### src/rtl/grad_accum.sv
// grad_accum: walks a source vector (header word holding N, data following) and
// accumulates it element-wise into an accumulator vector in memory, one request at a time.
// A clear pass overwrites instead of adding and restarts the batch counter.
// Optional feature: define GRAD_ACCUM_SAT_EN to saturate the accumulate add on signed
// overflow; without it the add wraps modulo 2^32.
module grad_accum #(
  parameter int unsigned MAX_LEN = 1024
) (
  input  logic        clk,
  input  logic        rst,
  input  logic        go,
  input  logic        clear,
  input  logic [31:0] src_base,
  input  logic [31:0] acc_base,
  output logic [31:0] mem_addr,
  output logic        mem_r_en,
  output logic        mem_w_en,
  output logic [31:0] mem_wdata,
  input  logic [31:0] mem_rdata,
  input  logic        mem_done,
  output logic        done,
  output logic        err,
  output logic [15:0] batch_cnt
);

  typedef enum logic [2:0] {
    StIdle,
    StHdrRd,
    StSrcRd,
    StAccRd,
    StAccWr,
    StDone
  } state_e;

  state_e      state_q, state_d;

  // Per-pass latches, fixed once the pass starts.
  logic        clear_q, clear_d;
  logic [31:0] src_base_q, src_base_d;
  logic [31:0] acc_base_q, acc_base_d;

  // Datapath registers.
  logic [31:0] n_q, n_d;
  logic [31:0] i_q, i_d;
  logic [31:0] x_q, x_d;
  logic [31:0] y_q, y_d;

  // Status and memory request registers.
  logic        err_q, err_d;
  logic [15:0] batch_cnt_q, batch_cnt_d;
  logic        r_en_q, r_en_d;
  logic        w_en_q, w_en_d;
  logic [31:0] addr_q, addr_d;
  logic [31:0] wdata_q, wdata_d;

  logic        busy;
  logic        pass_ok;

  // Accumulate add: wraps, or clamps to the signed 32-bit range when saturation is built in.
  function automatic logic [31:0] acc_add(input logic [31:0] a, input logic [31:0] b);
    logic [31:0] sum;
    sum = a + b;
`ifdef GRAD_ACCUM_SAT_EN
    // Overflow only when both operands share a sign that the sum does not.
    if ((a[31] == b[31]) && (sum[31] != a[31])) begin
      sum = a[31] ? 32'h8000_0000 : 32'h7FFF_FFFF;
    end
`endif
    return sum;
  endfunction

  // A request is outstanding while either enable is high; mem_done only counts then.
  assign busy = r_en_q | w_en_q;

  // Next-state, request issue and completion handling.
  always_comb begin
    state_d     = state_q;
    clear_d     = clear_q;
    src_base_d  = src_base_q;
    acc_base_d  = acc_base_q;
    n_d         = n_q;
    i_d         = i_q;
    x_d         = x_q;
    y_d         = y_q;
    err_d       = err_q;
    batch_cnt_d = batch_cnt_q;
    r_en_d      = r_en_q;
    w_en_d      = w_en_q;
    addr_d      = addr_q;
    wdata_d     = wdata_q;
    pass_ok     = 1'b0;

    unique case (state_q)
      StIdle: begin
        if (go) begin
          clear_d    = clear;
          src_base_d = src_base;
          acc_base_d = acc_base;
          err_d      = 1'b0;
          state_d    = StHdrRd;
        end
      end

      StHdrRd: begin
        if (!busy) begin
          r_en_d = 1'b1;
          addr_d = src_base_q;
        end else if (mem_done) begin
          r_en_d = 1'b0;
          n_d    = mem_rdata;
          i_d    = 32'd0;
          if (mem_rdata == 32'd0) begin
            state_d = StDone;
            pass_ok = 1'b1;
          end else if (mem_rdata > 32'(MAX_LEN)) begin
            err_d   = 1'b1;
            state_d = StDone;
          end else begin
            state_d = StSrcRd;
          end
        end
      end

      StSrcRd: begin
        if (!busy) begin
          r_en_d = 1'b1;
          addr_d = src_base_q + 32'd1 + i_q;
        end else if (mem_done) begin
          r_en_d  = 1'b0;
          x_d     = mem_rdata;
          // A clear pass never needs the old accumulator value.
          state_d = clear_q ? StAccWr : StAccRd;
        end
      end

      StAccRd: begin
        if (!busy) begin
          r_en_d = 1'b1;
          addr_d = acc_base_q + i_q;
        end else if (mem_done) begin
          r_en_d  = 1'b0;
          y_d     = mem_rdata;
          state_d = StAccWr;
        end
      end

      StAccWr: begin
        if (!busy) begin
          w_en_d  = 1'b1;
          addr_d  = acc_base_q + i_q;
          wdata_d = clear_q ? x_q : acc_add(y_q, x_q);
        end else if (mem_done) begin
          w_en_d = 1'b0;
          i_d    = i_q + 32'd1;
          if (i_q == n_q - 32'd1) begin
            state_d = StDone;
            pass_ok = 1'b1;
          end else begin
            state_d = StSrcRd;
          end
        end
      end

      StDone: begin
        // Holding go here must not start another pass.
        if (!go) begin
          state_d = StIdle;
        end
      end

      default: begin
        state_d = StIdle;
        r_en_d  = 1'b0;
        w_en_d  = 1'b0;
      end
    endcase

    // Batch counter moves only on an error-free DONE entry.
    if (pass_ok) begin
      if (clear_q) begin
        batch_cnt_d = 16'd1;
      end else if (batch_cnt_q != 16'hFFFF) begin
        batch_cnt_d = batch_cnt_q + 16'd1;
      end
    end
  end

  // Control state, status and memory interface registers with synchronous reset.
  always_ff @(posedge clk) begin
    if (rst) begin
      state_q     <= StIdle;
      err_q       <= 1'b0;
      batch_cnt_q <= 16'd0;
      r_en_q      <= 1'b0;
      w_en_q      <= 1'b0;
      addr_q      <= 32'd0;
      wdata_q     <= 32'd0;
    end else begin
      state_q     <= state_d;
      err_q       <= err_d;
      batch_cnt_q <= batch_cnt_d;
      r_en_q      <= r_en_d;
      w_en_q      <= w_en_d;
      addr_q      <= addr_d;
      wdata_q     <= wdata_d;
    end
  end

  // Pass latches and datapath registers; their values are don't-care until the next go.
  always_ff @(posedge clk) begin
    clear_q    <= clear_d;
    src_base_q <= src_base_d;
    acc_base_q <= acc_base_d;
    n_q        <= n_d;
    i_q        <= i_d;
    x_q        <= x_d;
    y_q        <= y_d;
  end

  assign mem_addr  = addr_q;
  assign mem_r_en  = r_en_q;
  assign mem_w_en  = w_en_q;
  assign mem_wdata = wdata_q;
  assign done      = (state_q == StDone);
  assign err       = err_q;
  assign batch_cnt = batch_cnt_q;

endmodule

### config.mk
export PLATFORM = sky130hd
export DESIGN_NAME = grad_accum
export DESIGN_NICKNAME = d
export VERILOG_FILES = /design/src/rtl/grad_accum.sv
export SDC_FILE = /design/constraint.sdc
export NUM_CORES = 1
export LEC_CHECK = 0
export ABC_AREA = 1
export BUFFER_PORTS_ARGS = -buffer_cell sky130_fd_sc_hd__buf_2
export CAP_MARGIN = 20
export CORE_AREA = 2 2 144 217
export CTS_CLUSTER_DIAMETER = 100
export DETAILED_ROUTE_END_ITERATION = 10
export DIE_AREA = 0 0 146 219
export PLACE_DENSITY = 0.85
export SLEW_MARGIN = 5
export SYNTH_ARGS = -nofsm -noshare
export SYNTH_HDL_FRONTEND = slang
export SYNTH_SLANG_ARGS = --single-unit
### constraint.sdc
create_clock -name clk -period 7.3 [get_ports clk]
set_clock_uncertainty 0.05 [all_clocks]
set_input_delay 0.73 -clock clk [delete_from_list [all_inputs] [get_ports clk]]
set_output_delay 0.73 -clock clk [all_outputs]
set_load 0.01 [all_outputs]
==> out/qor.yml, run 1 <==
outcome:
  status: "finished, final reports clean"
cts:
  cts-resized-gates: 0
  clockBufferDepth: 3
  cts_hold_buf: 0
  post-cts-setup-buffers: 0
  clkTransAtPathRegs_ps: 60
  cts_tree: "done"
  clock_latency_ps: 580
  htreeDepth: 1
  clkSinkCount: 279
  cts-buffers-inserted: 28
  clock-root-buffer: "clkbuf_16"
drt:
  num_vias: 16700
  drt-pass1-iter-count: 7
  drt-initial-drc-count: 966
  viasPerCell: 5.80
  drc_errors: 0
  routedWlPerCell_um: 18.4
  top_layer: "met4"
  wl_mm: 53.0
  ant_nets: 0
  met2_length_mm: 27.6
  dr_wl_met3_mm: 3.08
  wl_met1_mm: 18.3
cells_and_area:
  area_delta_synth_final_pct: 12.6
  mostFrequentLayoutCells: "nand2_1, nor2_1, a21oi_1"
  drive_gt1_share_pct: 13.4
  num_antenna_cells: 0
  layout.nets: 2654
  design_area_um2: 20100
  final_common_cell: "nand2_1"
sta:
  fmax_mhz: 272
  rsz0062_at_grt: "false"
  timing.final.ws_setup_ps: 3630
  hold_ws_ps: 271
  relSlewSlack_pct: 21.9
  fin_crit_sh_pct: 50.3
  min_period_ps: 3670
  worst_slew_pin_slew_ps: 1160
  final-setup-viol-count: 0
  finalSetupTns_ps: 0
  finalHoldViolations: 0
  drv_slew: 0
logic_synthesis:
  yosysTopAreaCell: "edfxtp_1"
  avgSynthCellArea_um2: 7.88
  synthArstFlopShare_pct: 0
  synthDistinctLibCells: 56
  synth-edff-count: 193
  synth_area_leaders: "edfxtp_1, dfxtp_1, nand2_1, a21oi_1, ha_1"
  syn_nets: 2466
  synthCells: 2266
  synth_area_um2: 17900
  yosys_warnings: 0
  ys_seq_elements: 279
  ys_seq_area_share_pct: 42.1
  synth_top_area_share_pct: 32.5
  synthFlopType: "edfxtp_1"
worst_hold_path:
  min_to: "acc_base_q[3]$_DFFE_PP_"
  min_path_type: "input pin to flop"
  hold_depth: 1
  hp-start: "acc_base[3]"
floorplanning:
  die_area_um2: 32000
  start_util_pct: 59.4
  die_w_um: 146
  pin_count: 185
  die-height_um: 219
  std_cell_rows: 78
  coreArea_um2: 30100
worst_setup_path:
  r2r-start: "state_q[2]$_SDFFE_PP0P_"
  cp_max_fo: 33
  crit_required_ps: 7710
  startpoint_type: "flop"
  regToRegEndpoint: "batch_cnt[8]$_SDFFE_PP0P_"
  regToRegSetupSlack_ps: 3630
  worst-endpoint-arrival_ps: 4080
  critPathCaptureType: "flop"
  worstSetupPathType: "flop to flop"
  rr_worst_depth: 13
place:
  dp_slack_ps: 3220
  portBuffers: 184
  gp_congestion: 1.01
  hpwl_mm: 41.1
  place_area_um2: 19200
power_and_ir_drop:
  p_seq_share_pct: 37.7
  p_sw_share_pct: 40.6
  intPower_mw: 3.61
  p_leak_nw: 8.63
  pwr-share-comb_pct: 40.2
  p_switching_mw: 2.46
  p_clk_share_pct: 22.1
  ir_worst_vdd_uv: 228
  p_per_area_nw_per_um2: 302
global_route:
  grt_pass1_wl_mm: 82.2
  grt-ovfl-total: 0
  grt_pass1_vias: 16700
  grt_usage_pct: 32.6
  grt_max_degree: 45
  antenna_found_initial: 0
run:
  maxCapViolations: 0
-- cell type report --
cell class | count | area (um2)
inverter | 255 | 957
clock inverter | 12 | 70.1
timing repair buffer | 202 | 1060
sequential | 279 | 7520
multi-input combinational | 1688 | 9220
tap | 400 | 500
fill | 2594 | 9960
clock buffer | 40 | 777
-- power groups by stage --
stage | Sequential (mW) | Clock, mW | Combinational [mW]
after floorplan | 2.32 | 0 | 1.63
after global placement | 2.31 | 0 | 2.34
after detailed placement | 2.31 | 0 | 2.40
after CTS | 2.29 | 1.36 | 2.41
after global routing | 2.32 | 1.42 | 2.70
final | 2.29 | 1.34 | 2.44
-- cell usage after synthesis, drive strengths merged, types with 17 or more instances --
master,instances
nand2,455
nor2,315
a21oi,252
inv,251
edfxtp,193
o21ai,147
nand3,127
ha,96
dfxtp,86
nand4,39
nor3,36
xor2,35
clkbuf,33
o211ai,26
xnor2,22
or2,18
nor4,17
o21a,17
-- sequential cells by signal, indices dropped and copies added (netlist names) --
signal / cells
n_q: 32
mem_wdata: 32
state_q: 3
err: 1
mem_w_en: 1
y_q: 32
i_q: 32
mem_r_en: 1
acc_base_q: 32
batch_cnt: 16
src_base_q: 32
clear_q: 1
x_q: 32
mem_addr: 32
-- cells by family after synthesis --
logic type / count (synthesis) / synth area share [%]
xor gates and xnor gates: 58 / 2.92
AOI/OAI and AO/OA: 509 / 15.9
buffers and inverters: 299 / 6.43
adders and majority gates: 99 / 7.06
DFF: 279 / 42.1
and+or+nand+nor: 1022 / 25.6
-- metrics by stage --
step | power (mW) | util, % | cells
floorplan | 3.95 | - | 2266
global placement | 4.64 | 64.0 | 2823
detailed placement | 4.71 | 64.0 | 2823
CTS | 6.05 | 66.8 | 2875
global route | 6.44 | 66.9 | 2876
finish | 6.07 | 66.9 | 2876
-- worst max-delay path, cell delays in order (launching register included) --
cell and delay, ps:
dfxtp_1 400, inv_1 120, nor2_1 130, buf_4 250, inv_1 400, a21oi_4 950
o41ai_1 220, a21oi_2 320, buf_8 230, nand3_2 100, nand2_2 160, inv_2 120
nand2_1 80, nor2_1 40
-- per-layer routing --
metal  GRT usage [%]  vias to the layer above
met2            62.2                      684
met5               0                        -
met1            32.9                     7645
li1                -                     8162
met4            23.0                        0
met3            3.56                      200
-- worst max path at each step --
stage,startpoint,endpoint,slack (ps),cells after the start
floorplan,go,acc_base_q[0]$_DFFE_PP_,1450,2
global placement,state_q[2]$_SDFFE_PP0P_,batch_cnt[10]$_SDFFE_PP0P_,3390,12
detailed placement,state_q[2]$_SDFFE_PP0P_,batch_cnt[6]$_SDFFE_PP0P_,3220,12
CTS,state_q[2]$_SDFFE_PP0P_,batch_cnt[6]$_SDFFE_PP0P_,3220,12
global route,state_q[2]$_SDFFE_PP0P_,batch_cnt[6]$_SDFFE_PP0P_,3360,13
finish,state_q[2]$_SDFFE_PP0P_,batch_cnt[8]$_SDFFE_PP0P_,3630,13
Power figures use the tool's default switching activity.
==> run 2: changes to the inputs <==
CORE_AREA = 2 2 152 228   (was 2 2 144 217)
DIE_AREA = 0 0 154 230   (was 0 0 146 219)
PLACE_DENSITY = 0.81   (was 0.85)
clock period = 3.14 ns   (was 7.3 ns; I/O delays follow)
==> out/qor.yml, run 2 (synthesis results as in run 1) <==
outcome:
  status: "finished, final reports clean"
sta:
  finalHoldViolations: 0  # unchanged
  fmax_mhz: 337  # +24%
  finalSetupTns_ps: 0  # unchanged
  min_period_ps: 2970  # -707 ps
  drv_slew: 0  # unchanged
  timing.final.ws_setup_ps: 175  # -3450 ps
  hold_ws_ps: 150  # -121 ps
  fin_crit_sh_pct: 94.4  # +44 points
  relSlewSlack_pct: 39.2  # +17 points
  worst_slew_pin_slew_ps: 912  # -245 ps
  final-setup-viol-count: 0  # unchanged
cts:
  clock-root-buffer: "clkbuf_16"
  cts_tree: "done"
  htreeDepth: 1  # unchanged
  cts-buffers-inserted: 29  # +3.6%
  clock_latency_ps: 590  # about the same
  clockBufferDepth: 3  # unchanged
  clkTransAtPathRegs_ps: 70  # about the same
  clkSinkCount: 279  # unchanged
floorplanning:
  pin_count: 185  # unchanged
  std_cell_rows: 82  # +5.1%
  die_w_um: 154  # +5.5%
  start_util_pct: 53.5  # -5.9 points
  die_area_um2: 35400  # +11%
  die-height_um: 230  # +5.0%
  coreArea_um2: 33300  # +11%
drt:
  drt-pass1-iter-count: 7  # unchanged
  drt-initial-drc-count: 1170  # +21%
  drc_errors: 0  # unchanged
  viasPerCell: 5.67  # -2.2%
  num_vias: 17100  # +2.7%
  routedWlPerCell_um: 18.7  # +1.5%
  wl_mm: 56.6  # +6.7%
  ant_nets: 0  # unchanged
global_route:
  grt_pass1_vias: 17300  # +3.5%
  antenna_found_initial: 0  # unchanged
  grt-ovfl-total: 0  # unchanged
  grt_pass1_wl_mm: 88.6  # +7.7%
  grt_max_degree: 67  # +49%
  grt_usage_pct: 31.5  # -1.1 points
worst_setup_path:
  worst_path_max_delay_cell: "edfxtp_1"
  startpoint_type: "flop"
  crit_required_ps: 3570  # -4140 ps
  cp_slowest_stage_delay_ps: 450  # -500 ps
  critPathCaptureType: "flop"
  cp_max_fo: 4  # -88%
  worstSetupPathType: "flop to flop"
  crit_chain: "ha_1, fa_1, nand3_1, nand3_1, nand2_1, nand2_1, a21oi_2, inv_1, a21oi_1, o21ai_0, or2_2, nand3_1, nand4_1, nand2_1, inv_1"
  worst-endpoint-arrival_ps: 3390  # -690 ps
power_and_ir_drop:
  power.total_mw: 14.9  # +140%
  p_leak_nw: 9.24  # +7.1%
  p_per_area_nw_per_um2: 693  # +130%
  ir_worst_vdd_uv: 511  # +120%
cells_and_area:
  stdcell_count: 3021  # +5.0%
  drive_gt1_share_pct: 14.2  # +0.78 points
  fillers: 2769  # +6.7%
  area_delta_synth_final_pct: 20.1
  num_antenna_cells: 0  # unchanged
  final_common_cell: "nand2_1"
  mostFrequentLayoutCells: "nand2_1, nor2_1, a21oi_1"
  layout.nets: 2778  # +4.7%
  finalCoreUtilization_pct: 64.3  # -2.5 points
  design_area_um2: 21400  # +6.7%
place:
  hpwl_mm: 42.2  # +2.7%
  dp.cells: 2865  # +1.5%
  place_area_um2: 19500  # +1.2%
  dp_slack_ps: 155  # -3070 ps
  gp_congestion: 0.944  # -6.7%
  portBuffers: 184  # unchanged
run:
  maxCapViolations: 0  # unchanged
worst_hold_path:
  min_path_type: "input pin to flop"
## run 2: changes by cell type in the layout (fill, tap and decap cells not counted), moves of 2 or more
cell | previous run | this run
a21oi_2 | 1 | 3
o21ai_1 | 2 | 4
dlygate4sd3_1 | 0 | 97
buf_12 | 0 | 2
clkbuf_1 | 10 | 6
o21ai_0 | 144 | 142
a21oi_1 | 250 | 248
bufinv_16 | 0 | 3
clkinv_2 | 2 | 5
inv_6 | 0 | 3
buf_4 | 17 | 42
## run 2: what timing repair did
item,CTS,global route
resized for setup,0,7
endpoints found under the setup margin,0,25
hold buffers,97,0
endpoints found under the hold margin,161,0
buffers inserted,0,5
## run 2: worst paths after layout
check	slack, ps	depth (start not counted)	start	to
max	170	15	i_q[0]$_SDFFCE_PN0P_	mem_addr[24]$_SDFFE_PP0P_
min	150	5	go	state_q[1]$_SDFFE_PP0P_
max reg2reg	170	15	i_q[0]$_SDFFCE_PN0P_	mem_addr[24]$_SDFFE_PP0P_
min reg2reg	420	2	mem_wdata[12]$_SDFFE_PP0P_	mem_wdata[12]$_SDFFE_PP0P_
## run 2: final cells by class
type | instances | area [um2] | area share [%]
Sequential cell | 279 | 7520 | 35.0
Clock buffer | 37 | 787 | 3.67
Timing Repair Buffer | 325 | 2250 | 10.5
Clock inverter | 17 | 171 | 0.799
Inverter | 255 | 957 | 4.46
Tap cell | 420 | 526 | 2.45
Multi-Input combinational cell | 1688 | 9240 | 43.1
## run 2: critical path: cells and delay by family, from the launching register on
family,cells,cell delay [ps]
adders and majority gates,2,640
and+or+nand+nor,8,960
DFF,1,450
buffers and inverters,2,170
AOI/OAI and AO/OA,3,580
## run 2: report_power, final
part	internal [mW]	switching (mW)	total, mW
registers	4.82	0.505	5.33
logic	2.05	3.95	5.99
clock network	2.02	1.51	3.53
## run 2: layer usage
metal,part of all wire [%],vias to the layer above,wire (um),global-route usage [%]
met3,4.8,156,2720,2.94
met4,5.1,0,2870,14.6
li1,-,8416,-,-
met5,0,-,0,0
met2,54,541,30600,61.9
met1,36,8026,20400,33.4
==> run 3: changes to the inputs <==
CORE_AREA = 2 2 173 175   (was 2 2 152 228)
CTS_BUF_LIST = sky130_fd_sc_hd__clkbuf_8   (was default)
DIE_AREA = 0 0 175 177   (was 0 0 154 230)
PLACE_DENSITY = 0.88   (was 0.81)
clock period = 3.3 ns   (was 3.14 ns; I/O delays follow)
==> out/qor.yml, run 3 (synthesis results as in run 1) <==
cts:
  cts-buffers-inserted: 47  # +62%
  clkTransAtPathRegs_ps: 60  # about the same
  htreeDepth: 2  # +1
  cts_tree: "done"
  post-cts-setup-buffers: 0  # unchanged
  clock_latency_ps: 630  # +40 ps
  clockBufferDepth: 3  # unchanged
  clkSinkCount: 279  # unchanged
  clock-root-buffer: "clkbuf_8"
worst_setup_path:
  crit_chain: "ha_1, nand2_1, inv_1, a21oi_1, o21bai_1, a21oi_1, o21ai_0, nand4_1, nand2_1, nand2_1, nand3_1, nand3_1, nand2_1, inv_1"
  crit_required_ps: 3750  # +180 ps
  r2r-start: "i_q[4]$_SDFFCE_PN0P_"
  crit_path_end: "mem_addr[31]$_SDFFE_PP0P_"
  worst_path_max_delay_cell: "edfxtp_1"
  cp_max_fo: 8  # +4
  crit_path_start: "i_q[4]$_SDFFCE_PN0P_"
  crit_path_frequent_cell: "nand2_1"
  cp_slowest_stage_delay_ps: 590  # +140 ps
  worstSetupPathType: "flop to flop"
  worst-endpoint-arrival_ps: 3640  # +250 ps
  critPathCaptureType: "flop"
  regToRegEndpoint: "mem_addr[31]$_SDFFE_PP0P_"
  regToRegSetupSlack_ps: 120  # -60 ps
  rr_worst_depth: 14  # -1
  startpoint_type: "flop"
power_and_ir_drop:
  p_leak_nw: 9.25  # +0.12%
  intPower_mw: 8.01  # -9.9%
  p_sw_share_pct: 42.0  # +1.9 points
  p_clk_share_pct: 21.9  # -1.9 points
  ir_worst_vdd_uv: 447  # -12%
  p_per_area_nw_per_um2: 651  # -6.0%
  p_switching_mw: 5.80  # -2.7%
  pwr-share-comb_pct: 41.3  # +1.0 points
  p_seq_share_pct: 36.8  # +0.9 points
cells_and_area:
  final_common_cell: "nand2_1"
  finalCoreUtilization_pct: 72.6  # +8.3 points
  num_antenna_cells: 0  # unchanged
  area_delta_synth_final_pct: 18.9
  drive_gt1_share_pct: 14.2  # about the same
  mostFrequentLayoutCells: "nand2_1, nor2_1, inv_1"
  stdcell_count: 3012  # -0.30%
  layout.nets: 2783  # +0.18%
sta:
  min_period_ps: 3180  # +220 ps
  drv_slew: 0  # unchanged
  relSlewSlack_pct: 52.6  # +13 points
  fmax_mhz: 314  # -6.9%
  rsz0062_at_grt: "false"
  fin_crit_sh_pct: 96.5  # +2.1 points
  worst_slew_pin_slew_ps: 704  # -208 ps
  finalHoldViolations: 0  # unchanged
  final-setup-viol-count: 0  # unchanged
  finalSetupTns_ps: 0  # unchanged
worst_hold_path:
  min_path_type: "input pin to flop"
run:
  maxCapViolations: 0  # unchanged
place:
  dp.cells: 2827  # -1.3%
  gp_congestion: 0.965  # +2.3%
  portBuffers: 184  # unchanged
  hpwl_mm: 40.7  # -3.8%
drt:
  ant_nets: 0  # unchanged
  viasPerCell: 5.96  # +5.1%
  drt-pass1-iter-count: 6  # -1
  num_vias: 18000  # +4.8%
  drt-initial-drc-count: 1770  # +51%
  routedWlPerCell_um: 19.2  # +2.6%
  drc_errors: 0  # unchanged
  wl_mm: 57.8  # +2.2%
floorplanning:
  die_area_um2: 31000  # -13%
  start_util_pct: 61.1  # +7.5 points
  coreArea_um2: 29200  # -12%
  die_w_um: 175  # +14%
  pin_count: 185  # unchanged
  die-height_um: 177  # -23%
  std_cell_rows: 63  # -23%
global_route:
  grt_usage_pct: 36.6  # +5.1 points
  antenna_found_initial: 0  # unchanged
  grt_max_degree: 65  # -3.0%
  grt_pass1_vias: 17500  # +1.1%
  grt_pass1_wl_mm: 89.1  # +0.58%
  grt-ovfl-total: 0  # unchanged
outcome:
  status: "finished, final reports clean"
[run 3: cell types whose count changed in the layout (fill, tap and decap cells not counted), moves of 3 or more]
cell and change:
clkbuf_1 -6, clkinv_1 -3, bufinv_16 -3, buf_4 -13, inv_1 +24, clkbuf_16 -30, inv_6 -3, clkbuf_8 +53
[run 3: worst min path at each step]
| stage | end | start | depth (start not counted) | slack, ps |
|---|---|---|---|---|
| 6_report | mem_w_en$_SDFFE_PP0P_ | mem_done | 6 | 90 |
| 5_1_grt | state_q[1]$_SDFFE_PP0P_ | go | 5 | 130 |
| 4_1_cts | mem_w_en$_SDFFE_PP0P_ | mem_done | 6 | 80 |
| 3_5_place_dp | mem_wdata[29]$_SDFFE_PP0P_ | mem_wdata[29]$_SDFFE_PP0P_ | 2 | 400 |
| 3_3_place_gp | mem_wdata[18]$_SDFFE_PP0P_ | mem_wdata[18]$_SDFFE_PP0P_ | 2 | 400 |
| 2_1_floorplan | acc_base_q[0]$_DFFE_PP_ | acc_base[0] | 0 | 380 |
[run 3: metal layers]
| layer | vias up | wire (um) | global-route usage, % |
|---|---|---|---|
| met5 | - | 0 | 0 |
| met3 | 257 | 5060 | 6.25 |
| li1 | 8421 | - | - |
| met4 | 0 | 3270 | 19.2 |
| met1 | 8301 | 21700 | 43.0 |
| met2 | 987 | 27800 | 64.4 |
[run 3: timing repair]
| item | in CTS | in global routing |
|---|---|---|
| endpoints found under the setup margin | 0 | 3 |
| hold buffers | 97 | 0 |
| resized for setup | 0 | 2 |
| hold endpoints to repair | 161 | 0 |
[run 3: final cells by class]
class                   count  area (um2)
multi-input cells        1688        9230
fillers                  2215        8010
flip-flops and latches    279        7520
repair buffers            312        2150
inverters                 255         957
clock buffers              54         743
well taps                 390         488
clock inverters            34         153
[run 3: stage by stage]
step / hold WS, ps / cell area [um2] / power [mW] / setup WS, ps
2_1_floorplan: 379 / 17900 / 8.70 / 206
3_3_place_gp: 403 / 19400 / 10.3 / 343
3_5_place_dp: 404 / 19400 / 10.5 / 248
4_1_cts: 83.1 / 21200 / 13.6 / 231
5_1_grt: 130 / 21200 / 14.6 / 24.2
6_report: 94.0 / 21200 / 13.8 / 115
[run 3: worst max-delay path: cells and delay by family (launching register included)]
family,cells,cell delay [ps]
and+or+nand+nor,7,750
buffers and inverters,2,110
adders and majority gates,1,490
AOI/OAI and AO/OA,4,1090
DFF,1,590
[run 3: power by group through the flow]
stage | Sequential, mW | Clock, mW | Combinational (mW)
after CTS | 5.05 | 3.00 | 5.51
after detailed placement | 5.09 | 0 | 5.38
final | 5.08 | 3.02 | 5.71
after global placement | 5.09 | 0 | 5.24
after floorplan | 5.08 | 0 | 3.62
after global routing | 5.12 | 3.17 | 6.27
